### src/rtl/riscv_pkg.sv
// Shared RV32 types for the execute stage: multiply/divide op codes and unit states.
package riscv_pkg;

  typedef enum logic [2:0] {
    MUL, MULH, MULHSU, MULHU, DIV, DIVU, REM, REMU
  } muldiv_op_e;

  typedef enum logic [1:0] {
    MD_IDLE, MD_CALC, MD_DONE
  } muldiv_state_e;

  // DIV/DIVU/REM/REMU occupy the upper half of the encoding.
  function automatic logic is_div(input muldiv_op_e op);
    return op[2];
  endfunction

endpackage

### src/rtl/muldiv_iter_core.sv
// Radix-2 datapath: shift-add multiply or restoring divide on a 2*XLEN shift register.
module muldiv_iter_core #(
  parameter int unsigned XLEN = 32
) (
  input  logic              clk_i,
  input  logic              rst_i,
  input  logic              load_i,
  input  logic              div_i,
  input  logic              step_i,
  input  logic [XLEN-1:0]   a_i,
  input  logic [XLEN-1:0]   b_i,
  output logic [2*XLEN-1:0] acc_next_o
);

  logic [2*XLEN-1:0] acc_q;
  logic [XLEN-1:0]   opnd_q;
  logic              div_q;

  logic [XLEN-1:0] hi, lo;
  logic [XLEN:0]   mul_sum;
  logic [XLEN:0]   rem_sh;
  logic [XLEN+1:0] rem_diff;

  always_comb begin
    hi       = acc_q[2*XLEN-1:XLEN];
    lo       = acc_q[XLEN-1:0];
    // Multiply: low half holds the multiplier, product shifts in from the top.
    mul_sum  = lo[0] ? ({1'b0, hi} + {1'b0, opnd_q}) : {1'b0, hi};
    // Divide: low half holds the dividend, quotient bits shift in from the bottom.
    rem_sh   = {hi, lo[XLEN-1]};
    rem_diff = {1'b0, rem_sh} - {2'b00, opnd_q};
    if (!div_q) begin
      acc_next_o = {mul_sum, lo[XLEN-1:1]};
    end else if (rem_diff[XLEN+1]) begin
      acc_next_o = {rem_sh[XLEN-1:0], lo[XLEN-2:0], 1'b0};
    end else begin
      acc_next_o = {rem_diff[XLEN-1:0], lo[XLEN-2:0], 1'b1};
    end
  end

  always_ff @(posedge clk_i or posedge rst_i) begin
    if (rst_i) begin
      acc_q  <= '0;
      opnd_q <= '0;
      div_q  <= 1'b0;
    end else if (load_i) begin
      acc_q  <= {{XLEN{1'b0}}, (div_i ? a_i : b_i)};
      opnd_q <= div_i ? b_i : a_i;
      div_q  <= div_i;
    end else if (step_i) begin
      acc_q  <= acc_next_o;
    end
  end

endmodule

### src/rtl/execute_muldiv.sv
// Iterative RV32M multiply/divide unit with valid/ready request and response.
// Define MULDIV_FAST_MUL_EN for a single-cycle combinational multiplier on the MUL ops.
module execute_muldiv
  import riscv_pkg::*;
#(
  parameter int unsigned XLEN  = 32,
  parameter int unsigned TAG_W = 5
) (
  input  logic             clk_i,
  input  logic             rst_i,
  input  logic             flush_i,
  input  logic             req_valid_i,
  output logic             req_ready_o,
  input  logic [2:0]       req_op_i,
  input  logic [XLEN-1:0]  req_rs1_i,
  input  logic [XLEN-1:0]  req_rs2_i,
  input  logic [TAG_W-1:0] req_tag_i,
  output logic             resp_valid_o,
  input  logic             resp_ready_i,
  output logic [XLEN-1:0]  resp_data_o,
  output logic [TAG_W-1:0] resp_tag_o,
  output logic             busy_o
);

  localparam int unsigned CntW = $clog2(XLEN + 1);
  localparam logic [XLEN-1:0] MinVal = {1'b1, {(XLEN-1){1'b0}}};

  muldiv_state_e   state_q, state_d;
  logic [CntW-1:0] cnt_q, cnt_d;
  muldiv_op_e      op_q, op_d;
  logic [TAG_W-1:0] tag_q, tag_d;
  logic            neg_res_q, neg_res_d, neg_rem_q, neg_rem_d;
  logic [XLEN-1:0] data_q, data_d;

  muldiv_op_e      req_op;
  logic            a_signed, b_signed, a_neg, b_neg;
  logic [XLEN-1:0] a_mag, b_mag;
  logic            div_zero, div_ovf, special, handshake, core_load;
  logic [XLEN-1:0] special_data;
  logic            fast_mul;
  logic [XLEN-1:0] fast_data;

  logic [2*XLEN-1:0] acc_next, prod_fix;
  logic [XLEN-1:0]   quot, rem, calc_data;

  always_comb begin
    req_op   = muldiv_op_e'(req_op_i);
    a_signed = (req_op == MULH) || (req_op == MULHSU) || (req_op == DIV) || (req_op == REM);
    b_signed = (req_op == MULH) || (req_op == DIV) || (req_op == REM);
    a_neg    = a_signed & req_rs1_i[XLEN-1];
    b_neg    = b_signed & req_rs2_i[XLEN-1];
    a_mag    = a_neg ? -req_rs1_i : req_rs1_i;
    b_mag    = b_neg ? -req_rs2_i : req_rs2_i;
    div_zero = is_div(req_op) && (req_rs2_i == '0);
    div_ovf  = ((req_op == DIV) || (req_op == REM)) && (req_rs1_i == MinVal) && (&req_rs2_i);
    special  = div_zero | div_ovf;
    if (div_zero) begin
      special_data = ((req_op == DIV) || (req_op == DIVU)) ? '1 : req_rs1_i;
    end else begin
      special_data = (req_op == DIV) ? req_rs1_i : '0;
    end
  end

`ifdef MULDIV_FAST_MUL_EN
  logic signed [2*XLEN-1:0] fast_a, fast_b, fast_prod;
  always_comb begin
    fast_a    = {{XLEN{a_neg}}, req_rs1_i};
    fast_b    = {{XLEN{b_neg}}, req_rs2_i};
    fast_prod = fast_a * fast_b;
    fast_mul  = !is_div(req_op);
    fast_data = (req_op == MUL) ? fast_prod[XLEN-1:0] : fast_prod[2*XLEN-1:XLEN];
  end
`else
  assign fast_mul  = 1'b0;
  assign fast_data = '0;
`endif

  assign handshake = req_valid_i & (state_q == MD_IDLE) & ~flush_i;
  assign core_load = handshake & ~special & ~fast_mul;

  muldiv_iter_core #(
    .XLEN(XLEN)
  ) u_core (
    .clk_i     (clk_i),
    .rst_i     (rst_i),
    .load_i    (core_load),
    .div_i     (is_div(req_op)),
    .step_i    (state_q == MD_CALC),
    .a_i       (a_mag),
    .b_i       (b_mag),
    .acc_next_o(acc_next)
  );

  // Sign fix-up applied to the final step's value so DONE holds the finished result.
  always_comb begin
    prod_fix = neg_res_q ? -acc_next : acc_next;
    quot     = acc_next[XLEN-1:0];
    rem      = acc_next[2*XLEN-1:XLEN];
    unique case (op_q)
      MUL:               calc_data = prod_fix[XLEN-1:0];
      MULH, MULHSU, MULHU: calc_data = prod_fix[2*XLEN-1:XLEN];
      DIV, DIVU:         calc_data = neg_res_q ? -quot : quot;
      default:           calc_data = neg_rem_q ? -rem : rem;
    endcase
  end

  always_comb begin
    state_d   = state_q;
    cnt_d     = cnt_q;
    op_d      = op_q;
    tag_d     = tag_q;
    neg_res_d = neg_res_q;
    neg_rem_d = neg_rem_q;
    data_d    = data_q;
    unique case (state_q)
      MD_IDLE: begin
        if (handshake) begin
          op_d      = req_op;
          tag_d     = req_tag_i;
          neg_res_d = a_neg ^ b_neg;
          neg_rem_d = a_neg;
          if (special) begin
            data_d  = special_data;
            state_d = MD_DONE;
          end else if (fast_mul) begin
            data_d  = fast_data;
            state_d = MD_DONE;
          end else begin
            cnt_d   = CntW'(XLEN);
            state_d = MD_CALC;
          end
        end
      end
      MD_CALC: begin
        cnt_d = cnt_q - 1'b1;
        if (cnt_q == CntW'(1)) begin
          data_d  = calc_data;
          state_d = MD_DONE;
        end
      end
      MD_DONE: begin
        if (resp_ready_i) state_d = MD_IDLE;
      end
      default: state_d = MD_IDLE;
    endcase
    if (flush_i) begin
      state_d = MD_IDLE;
      cnt_d   = '0;
    end
  end

  always_ff @(posedge clk_i or posedge rst_i) begin
    if (rst_i) begin
      state_q   <= MD_IDLE;
      cnt_q     <= '0;
      op_q      <= MUL;
      tag_q     <= '0;
      neg_res_q <= 1'b0;
      neg_rem_q <= 1'b0;
      data_q    <= '0;
    end else begin
      state_q   <= state_d;
      cnt_q     <= cnt_d;
      op_q      <= op_d;
      tag_q     <= tag_d;
      neg_res_q <= neg_res_d;
      neg_rem_q <= neg_rem_d;
      data_q    <= data_d;
    end
  end

  assign req_ready_o  = (state_q == MD_IDLE);
  assign resp_valid_o = (state_q == MD_DONE);
  assign busy_o       = (state_q != MD_IDLE);
  assign resp_data_o  = data_q;
  assign resp_tag_o   = tag_q;

endmodule

### config.mk
export PLATFORM = sky130hd
export DESIGN_NAME = execute_muldiv
export DESIGN_NICKNAME = d
export VERILOG_FILES = /design/src/rtl/riscv_pkg.sv /design/src/rtl/muldiv_iter_core.sv /design/src/rtl/execute_muldiv.sv
export SDC_FILE = /design/constraint.sdc
export NUM_CORES = 1
export LEC_CHECK = 0
export CAP_MARGIN = 20
export CORE_MARGIN = 1.5
export CORE_UTILIZATION = 38
export CTS_BUF_LIST = sky130_fd_sc_hd__clkbuf_4 sky130_fd_sc_hd__clkbuf_8
export DETAILED_ROUTE_END_ITERATION = 8
export HOLD_SLACK_MARGIN = 0.08
export PLACE_DENSITY = 0.53
export SLEW_MARGIN = 15
export SYNTH_ARGS = -nofsm -noshare
export SYNTH_HDL_FRONTEND = slang
export SYNTH_HIERARCHICAL = 1
export SYNTH_SLANG_ARGS = --single-unit
### constraint.sdc
create_clock -name clk_i -period 14.6 [get_ports clk_i]
set_input_delay 3.65 -clock clk_i [delete_from_list [all_inputs] [get_ports clk_i]]
set_output_delay 3.65 -clock clk_i [all_outputs]
set_load 0.01 [all_outputs]
==> results of run 1 <==
==> sequential cells by signal (all words and copies together) (netlist names) <==
| signal | cells |
|---|---|
| cnt_q | 6 |
| neg_rem_q | 1 |
| neg_res_q | 1 |
| op_q | 3 |
| resp_data_o | 32 |
| resp_tag_o | 5 |
| state_q | 2 |
| u_core/acc_q | 64 |
| u_core/div_q | 1 |
| u_core/opnd_q | 32 |
==> routing by layer <==
| layer | track usage (%) | up-vias |
|---|---|---|
| met1 | 43.4 | 8598 |
| li1 | - | 8308 |
| met3 | 4.87 | 145 |
| met5 | 0 | - |
| met4 | 12.6 | 6 |
| met2 | 49.2 | 814 |
==> worst max-delay path, stage by stage <==
cell and delay (ns):
clkdlybuf4s50_1 0.51, or4_1 0.56, nor3_1 0.39, nand4_1 0.34, o41ai_4 0.76, nor2_4 0.17, inv_1 0.10, buf_4 0.42
nand2_1 0.33, o32ai_1 0.37
==> where the power goes <==
group	total [mW]	switching (mW)	internal (mW)
logic	2.97	1.88	1.08
registers	0.766	0.207	0.560
clock network	0.372	0.182	0.190
==> worst paths after layout <==
kind | start | end | slack (ns) | cells after the start
max in group asynchronous | rst_i | u_core/div_q | 9.72 | 3
min in group asynchronous | rst_i | u_core/acc_q[28] | 3.59 | 2
max reg2reg | u_core/opnd_q[12] | resp_data_o[28] | 7.67 | 21
min | resp_data_o[20] | resp_data_o[20] | 0.49 | 2
max | req_rs1_i[4] | u_core/acc_q[52] | 7.40 | 10
min reg2reg | resp_data_o[20] | resp_data_o[20] | 0.49 | 2
==> through the flow <==
| step | instances | worst slack [ns] |
|---|---|---|
| floorplan | 2239 | 8.24 |
| global placement | 2828 | 7.12 |
| detailed placement | 2828 | 6.91 |
| CTS | 2859 | 7.50 |
| global route | 2859 | 7.21 |
| finish | 2859 | 7.40 |
==> layout make-up <==
cell class              count  area (um^2)
well taps                 585          732
flip-flops and latches    147         3680
fillers                  4548        24600
repair buffers            157         1470
clock buffers              19          249
clock inverters            12          181
multi-input cells        1853        12200
inverters                  86          325
==> layout by cell type (no fill, tap or decap), types with 54 or more instances in the layout <==
cell             netlist  routed
nor2_1               265     264
a21oi_1              215     215
nand2_1              173     173
dfrtp_1              147     146
o21ai_0              133     133
clkdlybuf4s50_1        0     115
mux2i_1               86      86
inv_1                 85      82
xnor2_1               82      82
ha_1                  71      71
nor3_1                61      60
xor2_1                54      54
==> cells by family (layout without fill, tap and decap cells) <==
group           after synthesis  in the layout  synth area share, %
simple gates                814            814                 24.1
compound gates              700            700                 27.3
buf+inv                     239            274                 5.97
flops                       147            147                 21.9
xor+xnor                    136            136                 7.09
mux                         130            130                 8.07
fa+ha+maj                    73             73                 5.52
==> out/qor.txt, run 1 <==
Port Buffers = 116
CTS clock-pin slew for the worst setup and hold paths = 0.09 ns
Cell Area, Placed = 18400 um^2
Diode count = 0
Die ar. = 45500 um^2
CP max FO = 48
Critical path class = input pin to flop
Num CTS Buffers = 17
Top layer in use = met5
Max-slew violation count = 0
Leading area contributor after synthesis = dfrtp_1
TritonRoute pass-1 iters = 8
Overall power = 4.11 mW
Total Wirelength = 71800 um
Chip Width = 213 um
Vias/cell = 6.25
Design Area, Final = 18800 um^2
Setup TNS = 0 ns
Met3 routed WL = 5040 um
P&R area growth vs syn = 11.8%
Count leader, synth = nor2_1
H-tree depth = 4
Worst setup EP type = flop
Antenna-violating nets left = 0
Data required time of the critical path = 15.01 ns
Nets = 2412
Proportion of layout cells with a drive suffix above 1 = 7.61%
Total GRT Usage = 31.5%
Worst-margin pin slew = 1.16 ns
Met1 Wirelength = 32200 um
Detailed Place HPWL = 56300 um
Core area = 43400 um^2
Dominant cells by area after synthesis = dfrtp_1 (22%), a21oi_1 (6.4%), nor2_1 (5.9%)
Initial antenna violation count = 3
CP arrival = 7.61 ns
Max Buffers Root-to-Sink = 2
First-pass GRT wire length = 107000 um
Number of synthesis warnings = 6
Sink Count = 147
CTS resizes = 0
Max_slew headroom = 22.3%
Status = finished, final reports clean
Fmax = 0.139 GHz
RSZ-0062 raised after global routing = false
Unique masters post-synth = 96
Post-synth EDFFs = 0
Starting Density = 38.8%
Synth Area per Inst = 7.51 um^2
Clk_lat worst skew = 0.52 ns
Gr ovfl total = 0
Hold WS = 0.491 ns
FFs w/ async S/R, synth = 100%
Netlist area before placement = 16800 um^2
Setup Viol. Count Final = 0
Cts hold-fix bufs = 0
Synth top cells by count = nor2_1 (265), a21oi_1 (215), nand2_1 (173)
Syn Inst Count = 2239
Crit path launch type = input pin
Area share of the largest cell type after synthesis = 21.9%
Post-synth top flop = dfrtp_1
Met2 WL = 31600 um
Largest net degree at the start of global routing = 109
Pwr per Cell Area = 218 nW/um^2
Row Count = 76
Max-cap viol count = 0
Num ports = 117
Register area share after synthesis = 21.9%
CTS root buf = clkbuf_8
Worst vdd ir = 0.188 mV
Fin. Hold Viols = 0
Final Cycle Share = 49.3%
Vias in the first global route = 16719
Static leakage = 7.67 nW
Fin util = 43.4%
Wirelength per Cell = 25.1 um
Vias after detailed routing = 17871
Die span in y = 213 um
Final Wtd Congestion = 0.983
Fin Clk Skew = 0.0216 ns
Yosys reg bits = 147
Worst hold path class = flop to flop
CTS tree = built
Tmin final = 7.20 ns
Setup Buffers After CTS = 0
Starting DRT DRC Count = 1641
DRC = 0
Net count of the mapped netlist = 2389
Power figures use the tool's default switching activity.
==> run 2: changes to the inputs <==
==> constraint.sdc (replaced) <==
create_clock -name clk_i -period 6.96 [get_ports clk_i]
set_input_delay 1.74 -clock clk_i [delete_from_list [all_inputs] [get_ports clk_i]]
set_output_delay 1.74 -clock clk_i [all_outputs]
set_load 0.01 [all_outputs]
==> run 2 against run 1 <==
- die area unchanged
- first-iteration DRC count up 12%
- via count grew 2.3%
- clock skew is 0.0090 ns lower
- critical path depth rose by 9
- clock power up 140%
- final area is 0.97% higher
- global-route usage increased by 1.5 points
- core utilization increased by 0.42 points
- sequential power rose by 100%
- count of clock-buffer cells in the layout increased by 4
- non-clock buffer count grew 16
- critical path type is now flop to flop
- largest cell class unchanged
- largest power group unchanged
- highest routed layer unchanged
==> out/qor.txt, run 2 (synthesized netlist as in run 1, its figures left out) <==
Status = finished, final reports clean
Fmax = 0.157 GHz
Starting Density = 38.8%
CTS tree = built
Hold_sp = resp_data_o[13]
Worst flop-to-flop path startpoint = u_core/opnd_q[1]
Vias/cell = 6.36
Worst setup EP type = flop
Tmin final = 6.38 ns
Initial antenna violation count = 2
Worst vdd ir = 0.174 mV
Crit path launch type = flop
Pwr per Cell Area = 463 nW/um^2
Final Cycle Share = 91.6%
Vias after detailed routing = 18278
Commonest non-fill, non-tap cell in the layout = nor2_1
Cts hold-fix bufs = 0
DRC = 0
Vias in the first global route = 17074
Row Count = 76
Fin. Hold Viols = 0
Hold depth = 1
Port Buffers = 116
Die span in y = 213 um
Detailed Place HPWL = 58500 um
Fin Clk Skew = 0.0125 ns
Sink Count = 147
Commonest cells after routing, fill and taps aside = nor2_1 (264), a21oi_1 (215), nand2_1 (173), dfrtp_1 (146), o21ai_0 (133)
Diode count = 0
Worst reg-to-reg setup slack = 0.58 ns
Max-cap viol count = 0
Total Wirelength = 74400 um
Worst R2R End = resp_data_o[12]
Worst-margin pin slew = 1.02 ns
Total GRT Usage = 33.0%
Max_slew headroom = 30.5%
Setup Viol. Count Final = 0
Die ar. = 45500 um^2
CP arrival = 6.78 ns
Worst hold path class = flop to flop
CTS clock-pin slew for the worst setup and hold paths = 0.09 ns
Max Buffers Root-to-Sink = 2
Largest net degree at the start of global routing = 74
CTS root buf = clkbuf_8
Final Wtd Congestion = 0.990
Static leakage = 7.79 nW
Nets = 2428
Setup TNS = 0 ns
Fin util = 43.8%
Num ports = 117
Max-slew violation count = 0
Largest Register = u_core/acc_q
Wirelength per Cell = 25.9 um
Critical path class = flop to flop
P&R area growth vs syn = 12.9%
CP max FO = 14
First-pass GRT wire length = 111000 um
Clk_lat worst skew = 0.56 ns
Chip Width = 213 um
RSZ-0062 raised after global routing = false
Num CTS Buffers = 17
Core area = 43400 um^2
Worst r2r path cells = 19
TritonRoute pass-1 iters = 5
Hold Path End = resp_data_o[13]
Gr ovfl total = 0
Largest register FFs = 64
Data required time of the critical path = 7.37 ns
Starting DRT DRC Count = 1837
H-tree depth = 4
Antenna-violating nets left = 0
Filler cells = 4517
Proportion of layout cells with a drive suffix above 1 = 8.21%
run 2: per-layer routing:
layer	track usage, %	vias to the layer above	part of all wire [%]
met3	5.71	147	7.4
met4	13.1	4	3.7
li1	-	8359	-
met2	53.2	837	46
met5	0	-	0.043
met1	43.9	8931	43
run 2: worst max path at each step:
stage                                start              end  cells past startpoint
after floorplan           u_core/opnd_q[1]  resp_data_o[24]                     21
after global placement    u_core/opnd_q[1]  resp_data_o[12]                     19
after global routing      u_core/opnd_q[1]  resp_data_o[12]                     19
after CTS                 u_core/opnd_q[1]  resp_data_o[12]                     19
after detailed placement  u_core/opnd_q[1]  resp_data_o[12]                     19
final                     u_core/opnd_q[1]  resp_data_o[12]                     19
run 2: critical path: stages, from the launching register on:
cell	delay (ns)
dfrtp_1	0.46
inv_1	0.07
ha_1	0.27
nor2b_1	0.14
o31ai_1	0.48
a2111oi_2	0.25
o31a_1	0.33
nor3_4	0.52
o21ai_0	0.19
a21oi_1	0.29
inv_1	0.16
inv_1	0.13
ha_1	0.22
or3b_1	0.50
nor3_2	0.69
a21oi_1	0.17
xnor2_1	0.19
o22ai_1	0.10
a2111oi_0	0.87
o31ai_1	0.15
run 2: power breakdown:
part	internal, mW	switching, mW
clock	0.503	0.372
sequential	1.17	0.399
combinational	2.31	4.04
run 2: area by class of cell:
cell class | instances | area (um^2) | area share (%)
repair buffers | 173 | 1580 | 8.34
clock inverters | 8 | 198 | 1.04
flip-flops and latches | 147 | 3680 | 19.4
inverters | 86 | 325 | 1.71
well taps | 585 | 732 | 3.86
clock buffers | 23 | 298 | 1.57
multi-input cells | 1853 | 12200 | 64.1
run 2: what timing repair did:
| action | 4_1_cts | 5_1_grt |
|---|---|---|
| buffers inserted | 0 | 0 |
| resized for setup | 0 | 1 |
| endpoints found under the setup margin | 0 | 1 |
| endpoints found under the hold margin | 0 | 0 |
run 2: per-stage QoR:
stage | instance area (um^2) | cells | setup WS (ns) | power (mW) | hold slack, ns
after detailed placement | 18500 | 2842 | 0.559 | 7.73 | 0.475
after global placement | 18500 | 2842 | 0.646 | 7.73 | 0.463
final | 19000 | 2875 | 0.585 | 8.80 | 0.493
after floorplan | 16800 | 2239 | 2.03 | 5.65 | 0.466
after CTS | 19000 | 2873 | 0.514 | 8.65 | 0.496
after global routing | 19000 | 2875 | 0.282 | 9.36 | 0.513
